==> src/rtl/sram_bank_arbiter_if.sv <==
// Request/response bus between NUM_REQ requesters, the arbiter and one SRAM bank.
// The arbiter connects through the slave modport. The master modport is the client/bank side.
interface sram_bank_arbiter_if #(
  parameter int NUM_REQ    = 4,
  parameter int WIDTH      = 64,
  parameter int ADDR_WIDTH = 10
);
  logic [NUM_REQ-1:0]            req_valid;
  logic [NUM_REQ-1:0]            req_ready;
  logic [NUM_REQ-1:0]            req_we;
  logic [NUM_REQ-1:0]            req_lock;
  logic [NUM_REQ*ADDR_WIDTH-1:0] req_addr;
  logic [NUM_REQ*WIDTH-1:0]      req_wdata;
  logic [NUM_REQ-1:0]            rsp_valid;
  logic [WIDTH-1:0]              rsp_rdata;
  logic                          mem_en;
  logic                          mem_we;
  logic [ADDR_WIDTH-1:0]         mem_addr;
  logic [WIDTH-1:0]              mem_wdata;
  logic [WIDTH-1:0]              mem_rdata;

  modport slave (
    input  req_valid, req_we, req_lock, req_addr, req_wdata, mem_rdata,
    output req_ready, rsp_valid, rsp_rdata, mem_en, mem_we, mem_addr, mem_wdata
  );

  modport master (
    output req_valid, req_we, req_lock, req_addr, req_wdata, mem_rdata,
    input  req_ready, rsp_valid, rsp_rdata, mem_en, mem_we, mem_addr, mem_wdata
  );
endinterface

==> src/rtl/sram_bank_arbiter.sv <==
// Round-robin arbiter that shares one 1-cycle-latency SRAM bank among NUM_REQ requesters.
// It supports a burst lock that is forcibly released after BURST_MAX beats, and it routes read data back to the issuer.
module sram_bank_arbiter #(
  parameter int NUM_REQ    = 4,
  parameter int WIDTH      = 64,
  parameter int ADDR_WIDTH = 10,
  parameter int BURST_MAX  = 8
) (
  input  logic                   clk,
  input  logic                   rst,
  sram_bank_arbiter_if.slave     bus
);
  localparam int PW = (NUM_REQ > 1) ? $clog2(NUM_REQ) : 1;
  localparam int CW = $clog2(BURST_MAX + 1);

  typedef enum logic {IDLE, LOCKED} state_e;

  state_e               state_q, state_d;
  logic [PW-1:0]        ptr_q, ptr_d;
  logic [PW-1:0]        owner_q, owner_d;
  logic [CW-1:0]        beat_cnt_q, beat_cnt_d;
  logic [NUM_REQ-1:0]   rsp_valid_q, rsp_valid_d;

  logic [NUM_REQ-1:0]   gnt;
  logic [PW-1:0]        gnt_idx;
  logic                 accept;
  logic                 lock_hold;

  // The lock only binds while its owner keeps requesting. Otherwise the cycle falls back to round-robin.
  assign lock_hold = (state_q == LOCKED) && bus.req_valid[owner_q];

  always_comb begin
    int j;
    j   = 0;
    gnt = '0;
    if (!rst) begin
      if (lock_hold) begin
        gnt[owner_q] = 1'b1;
      end else begin
        for (int k = 0; k < NUM_REQ; k++) begin
          j = (int'(ptr_q) + k) % NUM_REQ;
          if ((gnt == '0) && bus.req_valid[j]) gnt[j] = 1'b1;
        end
      end
    end
  end

  always_comb begin
    gnt_idx = '0;
    for (int i = 0; i < NUM_REQ; i++) begin
      if (gnt[i]) gnt_idx = PW'(i);
    end
  end

  assign accept        = |(bus.req_valid & gnt);
  assign bus.req_ready = gnt;
  assign bus.mem_en    = accept;

  always_comb begin
    bus.mem_we    = 1'b0;
    bus.mem_addr  = '0;
    bus.mem_wdata = '0;
    for (int i = 0; i < NUM_REQ; i++) begin
      if (gnt[i]) begin
        bus.mem_we    = bus.req_we[i];
        bus.mem_addr  = bus.req_addr[i*ADDR_WIDTH +: ADDR_WIDTH];
        bus.mem_wdata = bus.req_wdata[i*WIDTH +: WIDTH];
      end
    end
  end

  // The bank's read data is valid one cycle after accept, which matches the registered rsp_valid.
  assign bus.rsp_valid = rsp_valid_q;
  assign bus.rsp_rdata = bus.mem_rdata;

  always_comb begin
    state_d     = IDLE;
    ptr_d       = ptr_q;
    owner_d     = owner_q;
    beat_cnt_d  = '0;
    rsp_valid_d = gnt & ~bus.req_we;
    if (accept) begin
      ptr_d = (gnt_idx == PW'(NUM_REQ - 1)) ? '0 : gnt_idx + PW'(1);
      if (lock_hold) begin
        beat_cnt_d = beat_cnt_q + CW'(1);
        if (bus.req_lock[owner_q] && ((int'(beat_cnt_q) + 1) < BURST_MAX)) state_d = LOCKED;
      end else if (bus.req_lock[gnt_idx] && (BURST_MAX > 1)) begin
        state_d    = LOCKED;
        owner_d    = gnt_idx;
        beat_cnt_d = CW'(1);
      end
    end
  end

  always_ff @(posedge clk) begin
    if (rst) begin
      state_q     <= IDLE;
      ptr_q       <= '0;
      owner_q     <= '0;
      beat_cnt_q  <= '0;
      rsp_valid_q <= '0;
    end else begin
      state_q     <= state_d;
      ptr_q       <= ptr_d;
      owner_q     <= owner_d;
      beat_cnt_q  <= beat_cnt_d;
      rsp_valid_q <= rsp_valid_d;
    end
  end
endmodule

==> src/flat_wrapper.sv <==
// flat-port wrapper written by rule: the top's interface ports become plain ports
module sram_bank_arbiter_flat 
#(
  parameter int NUM_REQ    = 4,
  parameter int WIDTH      = 64,
  parameter int ADDR_WIDTH = 10,
  parameter int BURST_MAX  = 8
)
  (clk, rst, bus_req_valid, bus_req_we, bus_req_lock, bus_req_addr, bus_req_wdata, bus_mem_rdata, bus_req_ready, bus_rsp_valid, bus_rsp_rdata, bus_mem_en, bus_mem_we, bus_mem_addr, bus_mem_wdata);
  sram_bank_arbiter_if #(.NUM_REQ(NUM_REQ), .WIDTH(WIDTH), .ADDR_WIDTH(ADDR_WIDTH)) bus_i ();
  input  logic clk;
  input  logic rst;
  input wire logic [$bits(bus_i.req_valid)-1:0] bus_req_valid;
  input wire logic [$bits(bus_i.req_we)-1:0] bus_req_we;
  input wire logic [$bits(bus_i.req_lock)-1:0] bus_req_lock;
  input wire logic [$bits(bus_i.req_addr)-1:0] bus_req_addr;
  input wire logic [$bits(bus_i.req_wdata)-1:0] bus_req_wdata;
  input wire logic [$bits(bus_i.mem_rdata)-1:0] bus_mem_rdata;
  output wire logic [$bits(bus_i.req_ready)-1:0] bus_req_ready;
  output wire logic [$bits(bus_i.rsp_valid)-1:0] bus_rsp_valid;
  output wire logic [$bits(bus_i.rsp_rdata)-1:0] bus_rsp_rdata;
  output wire logic [$bits(bus_i.mem_en)-1:0] bus_mem_en;
  output wire logic [$bits(bus_i.mem_we)-1:0] bus_mem_we;
  output wire logic [$bits(bus_i.mem_addr)-1:0] bus_mem_addr;
  output wire logic [$bits(bus_i.mem_wdata)-1:0] bus_mem_wdata;
  assign bus_i.req_valid = bus_req_valid;
  assign bus_i.req_we = bus_req_we;
  assign bus_i.req_lock = bus_req_lock;
  assign bus_i.req_addr = bus_req_addr;
  assign bus_i.req_wdata = bus_req_wdata;
  assign bus_i.mem_rdata = bus_mem_rdata;
  assign bus_req_ready = bus_i.req_ready;
  assign bus_rsp_valid = bus_i.rsp_valid;
  assign bus_rsp_rdata = bus_i.rsp_rdata;
  assign bus_mem_en = bus_i.mem_en;
  assign bus_mem_we = bus_i.mem_we;
  assign bus_mem_addr = bus_i.mem_addr;
  assign bus_mem_wdata = bus_i.mem_wdata;
  sram_bank_arbiter #(.NUM_REQ(NUM_REQ), .WIDTH(WIDTH), .ADDR_WIDTH(ADDR_WIDTH), .BURST_MAX(BURST_MAX)) u_core (.clk(clk), .rst(rst), .bus(bus_i));
endmodule
==> config.mk <==
export PLATFORM = sky130hd
export DESIGN_NAME = sram_bank_arbiter_flat
export DESIGN_NICKNAME = d
export VERILOG_FILES = /design/src/rtl/sram_bank_arbiter_if.sv /design/src/rtl/sram_bank_arbiter.sv /design/src/flat_wrapper.sv
export SDC_FILE = /design/constraint.sdc
export NUM_CORES = 1
export LEC_CHECK = 0
export BUFFER_PORTS_ARGS = -buffer_cell sky130_fd_sc_hd__buf_2
export CAP_MARGIN = 20
export CORE_AREA = 2 2 202 204
export DETAILED_ROUTE_END_ITERATION = 12
export DIE_AREA = 0 0 204 206
export GPL_TIMING_DRIVEN = 1
export HOLD_SLACK_MARGIN = 0.1
export PLACE_DENSITY = 0.3
export SLEW_MARGIN = 0
export SYNTH_ARGS = -nofsm -noshare
export SYNTH_HDL_FRONTEND = slang
export SYNTH_SLANG_ARGS = --single-unit
==> constraint.sdc <==
create_clock -name clk -period 9.2 [get_ports clk]
set_input_delay 0.46 -clock clk [delete_from_list [all_inputs] [get_ports clk]]
set_output_delay 0.46 -clock clk [all_outputs]
set_load 0.02 [all_outputs]
==> impl_metrics.env, run 1 <==
export IMPL_max_cap_violations=0
export IMPL_whs_path_depth=2
export IMPL_place_gp_congestion=0.772
export IMPL_die_w_um=204
export IMPL_finalHoldViolations=0
export IMPL_r2r_start="u_core.ptr_q[0]$_SDFFE_PP0N_"
export IMPL_fillers=4757
export IMPL_ctsHoldBuffers=0
export IMPL_met2_usage_pct=16.9
export IMPL_cpMostUsedCell="buf_4"
export IMPL_hold_path_endpoint="u_core.bus.rsp_valid[1]$_SDFF_PP0_"
export IMPL_synth_edf_count=0
export IMPL_finalClockSkew_ns=0.00419
export IMPL_rsz0062_at_grt="no"
export IMPL_switching_power_mw=1.68
export IMPL_cts_tree="yes"
export IMPL_grtUsageTotal_pct=10.1
export IMPL_ys_seq_area_share_pct=7.10
export IMPL_grt_util_met3_pct=2.87
export IMPL_synth_distinct_cells=51
export IMPL_async_flop_share_pct=0
export IMPL_syn2layout_area_growth_pct=58.5
export IMPL_grt_max_degree=76
export IMPL_rrSetupSlack_ns=4.33
export IMPL_crit_path_max_fanout=38
export IMPL_p_seq_share_pct=3.4
export IMPL_grt_pass1_wl_mm=32.4
export IMPL_peakVddDrop_uv=192
export IMPL_power_leakage_nw=2.66
export IMPL_reg2regPathDepth=12
export IMPL_die_area_mm2=0.0420
export IMPL_synthTopCellsByCount="o21ai_1 (124), nand2_1 (87), a221o_1 (76)"
export IMPL_rows=74
export IMPL_min_period_ns=5.67
export IMPL_worstPathArrival_ns=5.21
export IMPL_top_usage_layer="met2"
export IMPL_post_cts_buffers=0
export IMPL_cts_root_buffer="clkbuf_16"
export IMPL_clock_fmax_mhz=176
export IMPL_min_delay_path_class="in -> reg"
export IMPL_slowest_stage="dfxtp_1"
export IMPL_pin_count=522
export IMPL_synth_top_cell_area_share_pct=20.8
export IMPL_powerDensity_mw_per_mm2=465
export IMPL_drc=0
export IMPL_swShare_pct=62.1
export IMPL_start_util_pct=9.12
export IMPL_cp_end_kind="output pin"
export IMPL_synth_largest_area_cell="a221o_1"
export IMPL_die_h_um=206
export IMPL_clockPowerShare_pct=3.1
export IMPL_via_count=5434
export IMPL_port_buffers=393
export IMPL_intPower_mw=1.02
export IMPL_antenna_found_initial=4
export IMPL_drive_above_1_share_pct=49.9
export IMPL_r2r_end="u_core.owner_q[1]$_SDFFE_PP0P_"
export IMPL_clock_sinks=13
export IMPL_ant_nets=0
export IMPL_path_class="reg -> out"
export IMPL_fin_setup_tns_ns=0
export IMPL_hold_start="bus_req_we[1]"
export IMPL_critPathTopFamily="compound AO/OA/AOI/OAI gates"
export IMPL_final_cells=1379
export IMPL_path_clk_slew_ns=0.04
export IMPL_path_buf_inv=4
export IMPL_dpl_hpwl_mm=19.0
export IMPL_worstPathCellList="inv_1, ha_1, or4_1, a21boi_1, a211oi_1, or4b_4, a311oi_4, buf_4, nor2_4, buf_4, a221o_1, o21ai_0, o21ai_1, buf_2"
export IMPL_grt_pass1_vias=5292
export IMPL_fin_nets=1229
export IMPL_first_pass_iters=5
export IMPL_core_area_mm2=0.0402
export IMPL_comb_power_share_pct=93.6
export IMPL_ctsResizeCount=0
export IMPL_htreeDepth=1
export IMPL_detail_route_vias_per_cell=3.94
export IMPL_gr_total_overflow=0
export IMPL_outcome="complete, no violations"
export IMPL_drv_slew=0
export IMPL_cp_start_kind="flop"
export IMPL_period_share_pct=61.6
export IMPL_dp_cells=1372
export IMPL_synth_ff_type="dfxtp_1"
export IMPL_cp_required_ns=8.74
export IMPL_max_clock_path_buffers=2
export IMPL_netlist_instances=553
export IMPL_ys_warn_count=0
export IMPL_syn_avg_cell_area_um2=6.63
export IMPL_synthTopCellsByArea="a221o_1 (21%), o21ai_1 (17%), buf_4 (13%), nand2_1 (8.9%), dfxtp_1 (7.1%)"
export IMPL_worstSkewPairLatency_ns=0.24
export IMPL_ys_ff_latch=13
export IMPL_drtIter0Drc=336
export IMPL_wl_per_cell_um=17.0
export IMPL_finalWirelength_mm=23.5
export IMPL_tightest_slew_ns=0.805
export IMPL_cts_buffers_inserted=3
export IMPL_synth_most_common_cell="o21ai_1"
export IMPL_synthesis_area_mm2=0.00367
export IMPL_syn_nets=937
export IMPL_cp_slowest_stage_delay_ns=0.59
export IMPL_setup_viol=0
export IMPL_relSlewSlack_pct=46.0
export IMPL_use_met1_pct=12.3
[cell type report]
cell class              count  area (µm²)  area share (%)
multi-input cells         415        2720            46.8
clock buffers               4        78.8            1.36
well taps                 532         666            11.5
diodes                      3        7.51           0.129
inverters                   8        30.0           0.517
repair buffers            404        2050            35.3
flip-flops and latches     13         260            4.48
[worst max-delay path by stage]
| stage | cells after the start | to | start | slack [ns] |
|---|---|---|---|---|
| after global placement | 13 | bus_mem_wdata[31] | u_core.ptr_q[0]$_SDFFE_PP0N_ | 3.84 |
| after floorplan | 11 | bus_mem_we | u_core.ptr_q[0]$_SDFFE_PP0N_ | 4.72 |
| final | 14 | bus_mem_addr[1] | u_core.ptr_q[0]$_SDFFE_PP0N_ | 3.53 |
| after detailed placement | 14 | bus_mem_addr[1] | u_core.ptr_q[0]$_SDFFE_PP0N_ | 3.80 |
| after CTS | 14 | bus_mem_addr[1] | u_core.ptr_q[0]$_SDFFE_PP0N_ | 3.51 |
| after global routing | 14 | bus_mem_addr[1] | u_core.ptr_q[0]$_SDFFE_PP0N_ | 3.21 |
[registers in the layout, indices dropped and copies added, names as in the netlist]
register	flops
u_core.ptr_q	2
u_core.beat_cnt_q	4
u_core.bus.rsp_valid	4
u_core.state_q	1
u_core.owner_q	2
[logic make-up (layout without fill, tap and decap cells)]
group                      after synthesis  count (layout)  share of synthesized area, %
xor gates and xnor gates                 2               2                         0.478
AOI/OAI and AO/OA                      274             274                          51.1
adders and majority gates               10              10                          3.41
and+or+nand+nor                        120             120                          14.0
muxes                                    9               9                          4.16
other                                    0               3                             0
DFF                                     13              13                          7.10
buffers and inverters                  125             416                          19.7
[per-layer routing]
layer / routed length [µm] / vias up
li1: - / 2620
met1: 9170 / 2491
met2: 11400 / 291
met3: 2140 / 28
met4: 763 / 4
met5: 24 / -
[cell usage in the layout, fill, tap and decap left out, types with 5 or more instances in the layout]
| master | n |
|---|---|
| mux4_2 | 5 |
| buf_4 | 11 |
| dfxtp_1 | 13 |
| o21ai_0 | 33 |
| inv_1 | 7 |
| o21ai_1 | 124 |
| ha_1 | 10 |
| nor2_1 | 12 |
| a221o_1 | 76 |
| a21oi_1 | 9 |
| nand2_1 | 87 |
| buf_2 | 393 |
[stage by stage]
| stage | util, % | area (µm²) | worst slack (ns) | hold slack (ns) | total power, mW |
|---|---|---|---|---|---|
| 2_1_floorplan | - | 3670 | 4.72 | 0.472 | 1.83 |
| 3_3_place_gp | 14.2 | 5730 | 3.84 | 0.496 | 2.66 |
| 3_5_place_dp | 14.2 | 5730 | 3.80 | 0.500 | 2.63 |
| 4_1_cts | 14.4 | 5800 | 3.51 | 0.381 | 2.73 |
| 5_1_grt | 14.5 | 5810 | 3.21 | 0.386 | 2.95 |
| 6_report | 14.5 | 5810 | 3.53 | 0.386 | 2.70 |
[power by group through the flow]
stage / Sequential [mW] / Clock (mW) / Combinational, mW
4_1_cts: 0.0917 / 0.0854 / 2.55
6_report: 0.0908 / 0.0828 / 2.53
2_1_floorplan: 0.0864 / 0 / 1.75
5_1_grt: 0.0946 / 0.0885 / 2.76
3_3_place_gp: 0.0924 / 0 / 2.57
3_5_place_dp: 0.0925 / 0 / 2.54
No activity file was read; power rests on OpenSTA's default activity.
==> run 2: changes to the inputs <==
- ABC_AREA: not set -> 1
- CORE_AREA: 2 2 202 204 -> 2 2 205 207
- DIE_AREA: 0 0 204 206 -> 0 0 207 209
- clock period: 9.2 -> 5.8 ns (I/O delays scaled with it)
==> impl_metrics.env, run 2 <==
export IMPL_path_clk_slew_ns=0.04
export IMPL_detail_route_vias_per_cell=4.13
export IMPL_powerDensity_mw_per_mm2=629
export IMPL_power_leakage_nw=2.87
export IMPL_pin_count=522
export IMPL_place_gp_congestion=0.837
export IMPL_drtIter0Drc=429
export IMPL_port_buffers=393
export IMPL_fin_setup_tns_ns=0
export IMPL_rsz0062_at_grt="no"
export IMPL_crit_start="u_core.ptr_q[0]$_SDFFE_PP0N_"
export IMPL_finalWirelength_mm=25.1
export IMPL_finalClockSkew_ns=0.00202
export IMPL_post_cts_buffers=0
export IMPL_synth_ff_type="dfxtp_1"
export IMPL_ys_warn_count=0
export IMPL_via_count=6288
export IMPL_ctsResizeCount=0
export IMPL_synth_distinct_cells=32
export IMPL_synthesis_area_mm2=0.00411
export IMPL_synthTopCellsByArea="a41oi_1 (16%), buf_4 (14%), nand3_1 (13%), nand2_1 (11%), nand4_1 (11%)"
export IMPL_clock_sinks=13
export IMPL_cts_root_buffer="clkbuf_16"
export IMPL_place_area_mm2=0.00608
export IMPL_fin_area_mm2=0.00616
export IMPL_syn_nets=1085
export IMPL_max_clock_path_buffers=2
export IMPL_gr_total_overflow=0
export IMPL_synth_largest_area_cell="a41oi_1"
export IMPL_ys_seq_area_share_pct=6.33
export IMPL_synth_edf_count=0
export IMPL_ctsHoldBuffers=0
export IMPL_dpl_hpwl_mm=19.9
export IMPL_start_util_pct=9.96
export IMPL_first_pass_iters=5
export IMPL_cp_end_kind="output pin"
export IMPL_wl_per_cell_um=16.5
export IMPL_tightest_slew_ns=0.938
export IMPL_synth_top_cell_area_share_pct=15.6
export IMPL_synth_fa_ha_area_share_pct=3.04
export IMPL_core_area_mm2=0.0413
export IMPL_drive_above_1_share_pct=44.6
export IMPL_die_w_um=207
export IMPL_cts_buffers_inserted=3
export IMPL_synth_most_common_cell="nand2_1"
export IMPL_synth_simple_gate_area_share_pct=48.0
export IMPL_min_delay_path_class="in -> reg"
export IMPL_outcome="complete, no violations"
export IMPL_clock_fmax_mhz=230
export IMPL_synth_xor_area_share_pct=0.426
export IMPL_cts_tree="yes"
export IMPL_async_flop_share_pct=0
export IMPL_finalHoldViolations=0
export IMPL_cp_required_ns=5.51
export IMPL_synth_top_family_by_area="simple AND/OR/NAND/NOR gates"
export IMPL_ys_ff_latch=13
export IMPL_grt_pass1_wl_mm=36.5
export IMPL_ant_nets=0
export IMPL_die_area_mm2=0.0433
export IMPL_setup_viol=0
export IMPL_crit_path_max_fanout=48
export IMPL_worstPathArrival_ns=4.06
export IMPL_netlist_instances=701
export IMPL_syn2layout_area_growth_pct=49.8
export IMPL_layout_common_cells="buf_2 (393), nand2_1 (123), nand3_1 (105), nor2_1 (100)"
export IMPL_rows=75
export IMPL_relSlewSlack_pct=37.4
export IMPL_grtUsageTotal_pct=10.7
export IMPL_muxShareOfSynthArea_pct=0
export IMPL_htreeDepth=1
export IMPL_synthTopCellsByCount="nand2_1 (123), nand3_1 (105), nor2_1 (100)"
export IMPL_fillers=4893
export IMPL_max_cap_violations=0
export IMPL_grt_pass1_vias=6177
export IMPL_grt_max_degree=153
export IMPL_hold_start="bus_req_we[3]"
export IMPL_min_period_ns=4.35
export IMPL_syn_avg_cell_area_um2=5.87
export IMPL_period_share_pct=75.0
export IMPL_final_common_cell="buf_2"
export IMPL_worstSkewPairLatency_ns=0.24
export IMPL_drc=0
export IMPL_antenna_found_initial=2
export IMPL_r2r_start="u_core.ptr_q[0]$_SDFFE_PP0N_"
export IMPL_die_h_um=209
export IMPL_synth_compound_area_share_pct=18.9
export IMPL_cp_start_kind="flop"
export IMPL_drv_slew=0
export IMPL_fin_nets=1368
export IMPL_path_class="reg -> out"
export IMPL_peakVddDrop_uv=287
==> run 2: cell count changes in the layout (fill, tap and decap cells not counted), sizes merged, moves of 24 or more <==
cell	previous run	this run
nand3	3	108
a41oi	1	73
inv	8	32
nor2	13	105
o21ai	157	7
a221o	76	0
nand4	0	73
nand2	87	134
==> run 2: per-layer routing <==
| metal | vias up | track usage (%) | routed length [µm] |
|---|---|---|---|
| met2 | 321 | 18.7 | 12400 |
| li1 | 3026 | - | - |
| met3 | 56 | 1.50 | 1650 |
| met4 | 0 | 4.68 | 1100 |
| met5 | - | 0 | 0 |
| met1 | 2885 | 12.9 | 9950 |
==> run 2: through the flow <==
stage          utilization [%]  worst slack, ns  std cells  hold slack (ns)  power [mW]
6_report                  14.9             1.45       1524            0.225        3.87
4_1_cts                   14.9             1.33       1522            0.219        3.95
2_1_floorplan                -             2.66        701            0.362        2.65
3_5_place_dp              14.7             1.62       1518            0.470        3.80
3_3_place_gp              14.7             1.65       1518            0.467        3.86
5_1_grt                   14.9             1.01       1524            0.224        4.22
==> run 2: critical path, stage by stage (launching register included) <==
cell and delay (ns):
dfxtp_1 0.51, inv_2 0.16, ha_1 0.28, o31ai_2 0.39, nand3_2 0.13, nand3_1 0.14
inv_1 0.06, nand3_1 0.09, nand3_1 0.09, nor2_2 0.17, nand3_1 0.09, nand2_1 0.09
nand2_1 0.09, inv_2 0.43, buf_12 0.31, nand4_1 0.12, a41oi_1 0.36, buf_2 0.24
==> run 2: cell families (layout without fill, tap and decap cells) <==
| kind of cell | count (synthesis) | count (layout) |
|---|---|---|
| compound gates | 93 | 93 |
| fa+ha+maj | 10 | 10 |
| buf+inv | 161 | 443 |
| simple gates | 422 | 422 |
| flops | 13 | 13 |
| other cells | 0 | 2 |
| xor+xnor | 2 | 2 |
==> run 2: final timing paths <==
| path | endpoint | slack (ns) | depth (start not counted) |
|---|---|---|---|
| setup / recovery | bus_mem_wdata[22] | 1.45 | 17 |
| hold / removal | u_core.bus.rsp_valid[3]$_SDFF_PP0_ | 0.22 | 2 |
| setup reg to reg | u_core.owner_q[1]$_SDFFE_PP0P_ | 1.89 | 18 |
| hold reg to reg | u_core.beat_cnt_q[0]$_SDFF_PP0_ | 0.49 | 1 |
==> run 2: layout make-up <==
| class | instances | area (µm²) | area share [%] |
|---|---|---|---|
| Antenna cell | 2 | 5.00 | 0.0813 |
| Clock buffer | 4 | 78.8 | 1.28 |
| Inverter | 32 | 120 | 1.95 |
| Multi-Input combinational cell | 527 | 2900 | 47.1 |
| Sequential cell | 13 | 260 | 4.23 |
| Tap cell | 539 | 674 | 10.9 |
| Timing Repair Buffer | 407 | 2120 | 34.5 |
==> run 2: power by group <==
group	internal, mW	leakage [nW]	switching, mW
clock network	0.0926	0.0382	0.0362
logic	1.14	2.73	2.47
registers	0.113	0.106	0.0248
total	1.34	2.87	2.53
==> run 3: changes to the inputs <==
- clock period: 5.8 -> 4.4 ns (I/O delays scaled with it)
==> impl_metrics.env, run 3 (same netlist as run 2, synthesis figures left out) <==
export IMPL_outcome="complete, no violations"
export IMPL_die_area_mm2=0.0433
export IMPL_grt_pass1_vias=6352
export IMPL_place_gp_congestion=0.808
export IMPL_first_pass_iters=5
export IMPL_core_area_mm2=0.0413
export IMPL_tightest_slew_ns=0.503
export IMPL_cts_buffers_inserted=3
export IMPL_p_total_mw=5.23
export IMPL_detail_route_vias_per_cell=4.14
export IMPL_worstPathArrival_ns=3.77
export IMPL_fillers=4891
export IMPL_fin_setup_tns_ns=0
export IMPL_grt_max_degree=85
export IMPL_multi_input_area_mm2=0.00290
export IMPL_drc=0
export IMPL_cp_end_kind="output pin"
export IMPL_max_cap_violations=0
export IMPL_final_common_cell="buf_2"
export IMPL_layout_common_cells="buf_2 (393), nand2_1 (123), nand3_1 (105), nor2_1 (100)"
export IMPL_min_delay_path_class="in -> reg"
export IMPL_period_share_pct=90.7
export IMPL_seq_area_um2=262
export IMPL_ctsHoldBuffers=0
export IMPL_max_clock_path_buffers=2
export IMPL_clock_fmax_mhz=251
export IMPL_path_clk_slew_ns=0.05
export IMPL_wl_per_cell_um=17.0
export IMPL_relSlewSlack_pct=66.4
export IMPL_crit_path_max_fanout=35
export IMPL_min_period_ns=3.99
export IMPL_power_leakage_nw=2.90
export IMPL_clock_sinks=13
export IMPL_die_w_um=207
export IMPL_drive_above_1_share_pct=44.7
export IMPL_path_class="reg -> out"
export IMPL_htreeDepth=1
export IMPL_place_area_mm2=0.00613
export IMPL_die_h_um=209
export IMPL_via_count=6327
export IMPL_cts_tree="yes"
export IMPL_fin_area_mm2=0.00625
export IMPL_worstSkewPairLatency_ns=0.24
export IMPL_ant_nets=0
export IMPL_drv_slew=0
export IMPL_antenna_found_initial=4
export IMPL_powerDensity_mw_per_mm2=838
export IMPL_rsz0062_at_grt="no"
export IMPL_gr_total_overflow=0
export IMPL_finalWirelength_mm=26.0
export IMPL_dpl_hpwl_mm=19.9
export IMPL_finalHoldViolations=0
export IMPL_post_route_util_pct=15.1
export IMPL_port_buffers=393
export IMPL_syn2layout_area_growth_pct=52.0
export IMPL_start_util_pct=9.96
export IMPL_rows=75
export IMPL_cp_required_ns=4.18
export IMPL_fin_nets=1369
export IMPL_pin_count=522
export IMPL_grtUsageTotal_pct=10.7
export IMPL_drtIter0Drc=434
export IMPL_setup_viol=0
export IMPL_cp_start_kind="flop"
export IMPL_finalClockSkew_ns=0.00295
export IMPL_holdWs_ns=0.151
export IMPL_grt_pass1_wl_mm=37.2
export IMPL_peakVddDrop_uv=244
export IMPL_cts_root_buffer="clkbuf_16"
## run 3: changes by cell type in the layout (fill, tap and decap cells not counted), sizes merged
cell and delta:
diode +2, clkbuf +1
## run 3: area by class of cell
cell class | count | share of cell area (%)
antenna | 4 | 0.160
clock buffer | 4 | 1.26
inverter | 32 | 1.92
multi-input combinational | 527 | 46.4
sequential | 13 | 4.19
tap | 539 | 10.8
timing repair buffer | 408 | 35.3
## run 3: worst max-delay path, stage by stage (launching register included)
cell and delay [ns]:
dfxtp_1 0.46, inv_1 0.22, ha_1 0.35, inv_1 0.06
nand3_1 0.08, nand2_1 0.06, inv_1 0.05, nand2_1 0.05
inv_2 0.08, nand3_2 0.07, nand3_1 0.13, inv_1 0.05
nand3_1 0.10, nand3_1 0.09, nor2_2 0.18, nand3_1 0.10
nand2_1 0.09, nand2_1 0.10, inv_2 0.25, buf_16 0.23
nand4_1 0.11, a41oi_1 0.31, buf_2 0.23
## run 3: repair_timing
action | 4_1_cts | 5_1_grt
endpoints found under the setup margin | 0 | 7
resized for setup | 0 | 2
buffers inserted | 0 | 0
## run 3: final timing paths
path                                         from                            endpoint  cells after the start  slack, ns
setup / recovery     u_core.ptr_q[1]$_SDFFE_PP0N_                   bus_mem_wdata[16]                     22       0.41
hold / removal                      bus_req_we[3]  u_core.bus.rsp_valid[3]$_SDFF_PP0_                      2       0.15
setup reg to reg     u_core.ptr_q[1]$_SDFFE_PP0N_      u_core.owner_q[0]$_SDFFE_PP0P_                     23       0.94
hold reg to reg   u_core.beat_cnt_q[0]$_SDFF_PP0_     u_core.beat_cnt_q[0]$_SDFF_PP0_                      1       0.47
## run 3: per-layer routing
layer / share of wire [%] / wire length [µm] / global-route usage, % / vias to the layer above
li1: - / - / - / 3033
met1: 40 / 10400 / 13.0 / 2890
met5: 0 / 0 / 0 / -
met4: 4.2 / 1080 / 4.75 / 0
met2: 49 / 12800 / 18.8 / 333
met3: 6.5 / 1700 / 1.70 / 71
## run 3: metrics by stage
| step | worst slack, ns | cells |
|---|---|---|
| after detailed placement | 0.616 | 1518 |
| after global placement | 0.707 | 1518 |
| final | 0.409 | 1527 |
| after global routing | 0.0123 | 1527 |
| after floorplan | 1.33 | 701 |
| after CTS | 0.330 | 1522 |
## run 3: power by group
group / switching (mW) / total [mW] / internal (mW)
registers: 0.0335 / 0.183 / 0.149
logic: 3.30 / 4.88 / 1.57
clock network: 0.0500 / 0.172 / 0.122
